--- src/rtl/product_accumulator_pkg.sv ---
// Shared types for the product accumulator: FSM state encoding and the
// completed-sum record carried through the output FIFO.
package product_accumulator_pkg;

  localparam int unsigned ACC_DIN_W   = 16;
  localparam int unsigned ACC_GUARD_W = 8;
  localparam int unsigned ACC_SUM_W   = ACC_DIN_W + ACC_GUARD_W;
  localparam int unsigned ACC_MAX_LEN = 255;
  localparam int unsigned ACC_LEN_W   = $clog2(ACC_MAX_LEN + 1);

  typedef enum logic {ACC_IDLE, ACC_ACCUM} acc_state_e;

  typedef struct packed {
    logic [ACC_SUM_W-1:0] sum;
    logic                 ovf;
    logic [ACC_LEN_W-1:0] count;
  } acc_result_t;

endpackage

--- src/rtl/product_accumulator_sum_fifo.sv ---
// Small synchronous FIFO for completed sums; pointers carry one extra bit
// so that full and empty are distinguishable.
module sum_fifo
  import product_accumulator_pkg::*;
#(
  parameter type         T     = acc_result_t,
  parameter int unsigned DEPTH = 2
) (
  input  logic clk,
  input  logic rst,
  input  logic i_push,
  input  T     i_din,
  input  logic i_pop,
  output T     o_dout,
  output logic o_full,
  output logic o_empty
);

  localparam int unsigned PTR_W = $clog2(DEPTH);
  localparam int unsigned CNT_W = PTR_W + 1;

  logic [CNT_W-1:0] r_wr_ptr;
  logic [CNT_W-1:0] r_rd_ptr;
  T                 r_mem [DEPTH];
  logic             w_do_pop;
  logic             w_do_push;

  assign o_empty = (r_wr_ptr == r_rd_ptr);
  assign o_full  = (r_wr_ptr[PTR_W] != r_rd_ptr[PTR_W]) &&
                   (r_wr_ptr[PTR_W-1:0] == r_rd_ptr[PTR_W-1:0]);

  // A pop frees a slot in the same cycle, so a push into a full FIFO lands.
  assign w_do_pop  = i_pop && !o_empty;
  assign w_do_push = i_push && (!o_full || w_do_pop);

  assign o_dout = r_mem[r_rd_ptr[PTR_W-1:0]];

  always_ff @(posedge clk) begin
    if (!rst) begin
      r_wr_ptr <= '0;
      r_rd_ptr <= '0;
      for (int i = 0; i < int'(DEPTH); i++) r_mem[i] <= '0;
    end else begin
      if (w_do_push) begin
        r_mem[r_wr_ptr[PTR_W-1:0]] <= i_din;
        r_wr_ptr <= r_wr_ptr + CNT_W'(1);
      end
      if (w_do_pop) r_rd_ptr <= r_rd_ptr + CNT_W'(1);
    end
  end

endmodule

--- src/rtl/product_accumulator.sv ---
// Sums a valid-only product stream over programmable-length frames and
// queues completed sums; a full queue drops sums instead of stalling.
module product_accumulator
  import product_accumulator_pkg::*;
#(
  parameter int unsigned DIN_W     = 16,
  parameter int unsigned GUARD_W   = 8,
  parameter int unsigned ACC_W     = DIN_W + GUARD_W,
  parameter int unsigned MAX_LEN   = 255,
  parameter int unsigned LEN_W     = $clog2(MAX_LEN + 1),
  parameter int unsigned OUT_DEPTH = 2
) (
  input  logic             clk,
  input  logic             rst,
  input  logic [DIN_W-1:0] product_i,
  input  logic             product_valid_i,
  input  logic [LEN_W-1:0] frame_len_i,
  input  logic             flush_i,
  output logic [ACC_W-1:0] sum_o,
  output logic             sum_ovf_o,
  output logic [LEN_W-1:0] sum_count_o,
  output logic             sum_valid_o,
  input  logic             sum_ready_i,
  output logic             drop_o,
  output logic             busy_o
);

  typedef struct packed {
    logic [ACC_W-1:0] sum;
    logic             ovf;
    logic [LEN_W-1:0] count;
  } result_t;

  acc_state_e       r_state;
  acc_state_e       w_state_nxt;
  logic [ACC_W-1:0] r_acc;
  logic [ACC_W-1:0] w_acc_nxt;
  logic             r_ovf;
  logic             w_ovf_nxt;
  logic [LEN_W-1:0] r_count;
  logic [LEN_W-1:0] w_count_nxt;
  logic [LEN_W-1:0] r_len;
  logic [LEN_W-1:0] w_len_nxt;
  logic [LEN_W-1:0] w_len_eff;
  logic [ACC_W:0]   w_add;
  logic             w_done;
  logic             r_drop;
  logic             w_drop;
  logic             w_full;
  logic             w_empty;
  result_t          w_push_data;
  result_t          w_head;

  assign w_add     = (ACC_W+1)'(r_acc) + (ACC_W+1)'(product_i);
  assign w_len_eff = (frame_len_i == '0) ? LEN_W'(1) : frame_len_i;

  // Next-state and accumulator datapath; w_done marks a frame completing this cycle.
  always_comb begin
    w_state_nxt = r_state;
    w_acc_nxt   = r_acc;
    w_ovf_nxt   = r_ovf;
    w_count_nxt = r_count;
    w_len_nxt   = r_len;
    w_done      = 1'b0;
    case (r_state)
      ACC_IDLE: begin
        if (product_valid_i) begin
          w_acc_nxt   = ACC_W'(product_i);
          w_ovf_nxt   = 1'b0;
          w_count_nxt = LEN_W'(1);
          w_len_nxt   = w_len_eff;
          if (w_len_eff == LEN_W'(1) || flush_i) w_done = 1'b1;
          else                                  w_state_nxt = ACC_ACCUM;
        end
      end
      ACC_ACCUM: begin
        if (product_valid_i) begin
          w_acc_nxt   = w_add[ACC_W-1:0];
          w_ovf_nxt   = r_ovf | w_add[ACC_W];
          w_count_nxt = r_count + LEN_W'(1);
          if (w_count_nxt == r_len || flush_i) begin
            w_done      = 1'b1;
            w_state_nxt = ACC_IDLE;
          end
        end else if (flush_i) begin
          w_done      = 1'b1;
          w_state_nxt = ACC_IDLE;
        end
      end
      default: w_state_nxt = ACC_IDLE;
    endcase
  end

  always_ff @(posedge clk) begin
    if (!rst) begin
      r_state <= ACC_IDLE;
      r_acc   <= '0;
      r_ovf   <= 1'b0;
      r_count <= '0;
      r_len   <= '0;
      r_drop  <= 1'b0;
    end else begin
      r_state <= w_state_nxt;
      r_acc   <= w_acc_nxt;
      r_ovf   <= w_ovf_nxt;
      r_count <= w_count_nxt;
      r_len   <= w_len_nxt;
      r_drop  <= r_drop | w_drop;
    end
  end

  assign w_push_data = '{sum: w_acc_nxt, ovf: w_ovf_nxt, count: w_count_nxt};

  // When full the FIFO is non-empty, so only a same-cycle pop saves the sum.
  assign w_drop = w_done && w_full && !sum_ready_i;

  sum_fifo #(
    .T     (result_t),
    .DEPTH (OUT_DEPTH)
  ) u_sum_fifo (
    .clk     (clk),
    .rst     (rst),
    .i_push  (w_done),
    .i_din   (w_push_data),
    .i_pop   (sum_ready_i),
    .o_dout  (w_head),
    .o_full  (w_full),
    .o_empty (w_empty)
  );

  assign sum_o       = w_head.sum;
  assign sum_ovf_o   = w_head.ovf;
  assign sum_count_o = w_head.count;
  assign sum_valid_o = !w_empty;
  assign drop_o      = r_drop;
  assign busy_o      = (r_state == ACC_ACCUM);

endmodule

--- config.mk ---
export PLATFORM = sky130hd
export DESIGN_NAME = product_accumulator
export DESIGN_NICKNAME = d
export VERILOG_FILES = /design/src/rtl/product_accumulator_pkg.sv /design/src/rtl/product_accumulator_sum_fifo.sv /design/src/rtl/product_accumulator.sv
export SDC_FILE = /design/constraint.sdc
export NUM_CORES = 1
export LEC_CHECK = 0
export BUFFER_PORTS_ARGS = -buffer_cell sky130_fd_sc_hd__buf_4
export CAP_MARGIN = 20
export CORE_ASPECT_RATIO = 1.25
export CORE_MARGIN = 2
export CORE_UTILIZATION = 35
export CTS_BUF_LIST = sky130_fd_sc_hd__clkbuf_4 sky130_fd_sc_hd__clkbuf_8
export CTS_CLUSTER_DIAMETER = 80
export DETAILED_ROUTE_END_ITERATION = 6
export SYNTH_ARGS = -nofsm -noshare
export SYNTH_HDL_FRONTEND = slang
export SYNTH_SLANG_ARGS = --single-unit
export TNS_END_PERCENT = 1
--- constraint.sdc ---
create_clock -name clk -period 3.7 [get_ports clk]
set_input_delay 0.74 -clock clk [delete_from_list [all_inputs] [get_ports clk]]
set_output_delay 0.74 -clock clk [all_outputs]
set_load 0.02 [all_outputs]
# Word level (Yosys, flattened, before mapping)
# Memories as Yosys holds them, arrays and structs flattened. A register that Yosys moved wholly into a read port is not among the register bits.
# Index checks and enable logic that the tools add are counted.
[totals]
mem_bits_rw = 66
mem_count = 1
in_bits = 29
reg_bits = 47
[classes]
n_mux = 31
n_eq_ne = 5
bitwise_logic = 3
addsub = 4
n_reduce_logical = 14
[memory_table]
columns = ["memory", "depth", "width", "read_ports", "rd_clocked_by_memory_dff", "write_ports", "line", "text"]
rows = [
  ["u_sum_fifo.r_mem", 2, 33, 1, 1, 2, "product_accumulator_sum_fifo.sv:24", "T r_mem [DEPTH];"],
]
[ops]
columns = ["operator", "count"]
rows = [
  ["24-bit two-way mux", 2],
  ["24-bit case mux with 2 select lines", 1],
  ["33-bit two-way mux", 1],
  ["33-bit OR reduction", 1],
  ["24-bit by 16-bit adder with 25-bit output", 1],
  ["8-bit two-way mux", 3],
  ["1-bit two-way mux", 20],
  ["8-bit case mux with 2 select lines", 1],
  ["8-bit by 1-bit adder with 8-bit output, second input constant", 1],
  ["8-bit by 1-bit equality test with 1-bit output, second input constant", 1],
  ["8-bit equality test", 1],
  ["8-bit logical NOT", 1],
  ["1-bit case mux with 2 select lines", 3],
  ["1-bit logical AND", 5],
  ["2-bit by 1-bit adder with 2-bit output, second input constant", 2],
  ["1-bit logical NOT", 3],
  ["1-bit logical OR", 3],
  ["2-bit equality test", 1],
  ["1-bit OR", 2],
  ["2-bit AND reduction", 1],
  ["1-bit equality test", 1],
  ["1-bit inequality test", 1],
  ["1-bit NOT", 1],
]

# Depth between registers and ports, before layout
[logic_depth]
word_depth = 13
mapped_depth = 10
ltp_nobuf = 9

# By module
# A second synthesis with hierarchy kept.
[unflattened]
cells_unflattened = 669
area_unflattened_um2 = 6296.0
[modules_own_cells]
columns = ["mod", "area_each_um2", "n_inst", "seq_area_each_um2", "cells_each"]
rows = [
  ["product_accumulator", 3164.3, 1, 860.8, 418],
  ["sum_fifo", 3131.8, 1, 2082.0, 251],
]

# Worst setup path before layout
# Ideal clock, no wire load.
[synth_timing]
path_kind = "input-to-reg"
from = "input port frame_len_i[4]"
to = "memory u_sum_fifo.r_mem[1][0] in the netlist's numbering (enable)"
required_ps = 3310
path_buffers = 2
slack_ps = 169
arrival_time_ps = 3140
cell_stages = 8
setup_time_ps = 390
path_cell_list = "nor4_1 -> a21oi_1 -> o21ai_0 -> o311ai_2 -> or4_1 -> buf_4 -> buf_6 -> nand2_1"
[synth_rtl]
columns = ["element", "line", "text"]
rows = [
  ["start, declared", "product_accumulator.sv:17", "input logic [LEN_W-1:0] frame_len_i,"],
  ["end, declared", "product_accumulator_sum_fifo.sv:24", ""],
]

==> impl_metrics.yaml <==
synthesis:
  syn-num-nets: 678
  syn_area_per_cell_um2: 9.87
  ys_ff_latch: 114
  synth_top_area_share_pct: 31.9
  syn_area_um2: 6220
  synth_edf_count: 66
  synth.distinct_cells: 71
  yosysWarnings: 0
  synthFlopType: "edfxtp_1"
  async_flop_share_pct: 0
  synth_area_leaders: "edfxtp_1 (32%), dfxtp_1 (15%), mux2_2 (6.0%)"
  synth_top_area_cell: "edfxtp_1"
  synthTopCellsByCount: "nor2_1 (79), edfxtp_1 (66), nand2_1 (54)"
  seq_area_frac_synth_pct: 47.3
  synth_cells: 630
  synth_most_common_cell: "nor2_1"
outcome:
  status: "finished, final reports clean"
grt:
  grt_antenna_before_repair: 0
  grt_overflow: 0
  grt.total_usage_pct: 16.5
  grt_pass1_vias: 4898
  grt_start_max_net_pins: 43
  grt_pass1_wl_um: 24300
sta:
  report.final.slew_viol_count: 0
  clock_skew_ns: 0.0158
  finalCritPeriodShare_pct: 84.8
  setup_ws_ns: 0.564
  worst_pin_slew_ns: 1.01
  max_freq_mhz: 319
  finalHoldViolCount: 0
  min_period_ns: 3.14
  setup_viol: 0
  holdWs_ns: 0.472
  rsz0062_at_grt: "false"
  relSlewSlack_pct: 32.4
  setup_tns_ns: 0
final_layout:
  drive_gt1_share_pct: 22.7
  nets: 743
  final_util_pct: 42.1
  regArea_um2: 2940
  finalNonFillerCells: 932
  area_growth_syn_to_layout_pct: 18.1
  antenna_cells: 0
  n_fill_cell: 1717
  multi_input_area_um2: 2970
  final_cell_area_um2: 7340
cts:
  clock_latency_ns: 0.43
  h-tree-depth: 4
  clk_pin_slew_ns: 0.07
  hold_buffers: 0
  cts_resized: 0
  root_buffer: "clkbuf_8"
  cts_made_buffers: 17
  clock_sinks: 114
  cts_tree: "built"
  cts_max_path_buffers: 2
  postCtsSetupRepairBufs: 0
power_and_ir_drop:
  peakVddDrop_mv: 0.170
  power.total_mw: 3.43
  p_leak_nw: 3.02
  powerDensity_nw_per_um2: 468
hold_path:
  holdPathStages: 2
  hold_class: "register to register"
die:
  die_h_um: 153
  rows: 54
  die_width_um: 123
  initial_core_util_pct: 35.7
  io_pins: 65
  core_um2: 17400
  dieArea_um2: 18800
worst_setup_path:
  critPathLaunchType: "input pin"
  max_stage_delay_ns: 0.47
  cp.buffers_inverters: 1
  cp_cell_sequence: "buf_4 -> ha_1 -> fa_1 -> a21o_1 -> a221oi_2 -> o211ai_1 -> o31ai_2 -> a211oi_1 -> nor3_1 -> nor4b_2"
  path_max_fanout: 6
  r2r_cells: 8
  crit_cells: 10
  slowest_stage: "o31ai_2"
  cp_top_family: "compound AO/OA/AOI/OAI gates"
  critical_path_class: "input pin to register"
  cp.required_ns: 3.86
  endpoint_kind: "register"
  crit_arrival_ns: 3.29
routing:
  vias: 4891
  drt_iter0_markers: 252
  wl_per_cell_um: 16.2
  drcViolationCount: 0
  drt-pass1-iter-count: 5
  viasPerCell: 5.25
  drt_wl_total_um: 15100
  ant_nets: 0
run:
  maxCapViolations: 0
place:
  pre_cts_slack_ns: 0.143
  io_buffers: 64
  dp_hpwl_um: 10700
  gp_congestion: 0.892
  post_dp_cell_area_um2: 6920
  place_inst: 900
[kinds of logic after synthesis]
family          count (synthesis)  synth area share, %
simple gates                  233                 18.4
compound gates                132                 14.8
flops                         114                 47.3
buf+inv                        67                 4.91
mux                            41                 7.27
xor+xnor                       24                 3.38
fa+ha+maj                      19                 3.95
[layer usage]
layer  wire (um)  global-route usage, %
met3         647                   3.84
met1        6880                   20.8
met2        7260                   27.2
met4         293                   6.49
met5           0                      0
[sequential cells by signal (all words and copies together), names as in the netlist, named ones only]
| register | flops |
|---|---|
| u_sum_fifo.r_mem | 66 |
| r_ovf | 1 |
| u_sum_fifo.r_rd_ptr | 2 |
| r_acc | 24 |
| u_sum_fifo.r_wr_ptr | 2 |
| r_len | 8 |
| busy_o | 1 |
| r_count | 8 |
| drop_o | 1 |
[area by class of cell]
type	instances	area share, %
Clock inverter	15	2.49
Clock buffer	17	3.19
Sequential cell	114	40.1
Inverter	34	1.74
Tap cell	224	3.82
Multi-Input combinational cell	449	40.4
Timing Repair Buffer	79	8.25
[cells in the final DEF (no fill, tap or decap), drive strengths merged, types with 7 or more instances in the layout]
cell    count
a21o        8
a21oi      42
and2       12
and3       14
buf        79
clkbuf     17
clkinv     10
dfxtp      48
edfxtp     66
ha         18
inv        35
mux2       33
mux2i       8
nand2      54
nand3      13
nor2       79
nor2b       9
nor3       19
o211ai      9
o21a        7
o21ai      20
xnor2      16
xor2        8
[tightest hold or removal path: cells and delay by family (launching register included)]
| kind | cells | cell delay [ns] |
|---|---|---|
| DFF | 1 | 0.32 |
| AOI/OAI and AO/OA | 1 | 0.05 |
| and+or+nand+nor | 1 | 0.06 |
[power breakdown]
| part | internal, mW | switching (mW) | total (mW) | leakage [nW] |
|---|---|---|---|---|
| registers | 1.42 | 0.0335 | 1.46 | 1.09 |
| clock network | 0.672 | 0.549 | 1.22 | 0.210 |
| logic | 0.323 | 0.430 | 0.753 | 1.72 |
[final timing paths]
kind	endpoint	slack, ns	start
max	u_sum_fifo.r_mem[0][31]	0.56	product_i[0]
min	r_len[3]	0.47	r_len[3]
max reg2reg	u_sum_fifo.r_mem[0][31]	0.61	r_count[0]
min reg2reg	r_len[3]	0.47	r_len[3]
Power figures use the tool's default switching activity.
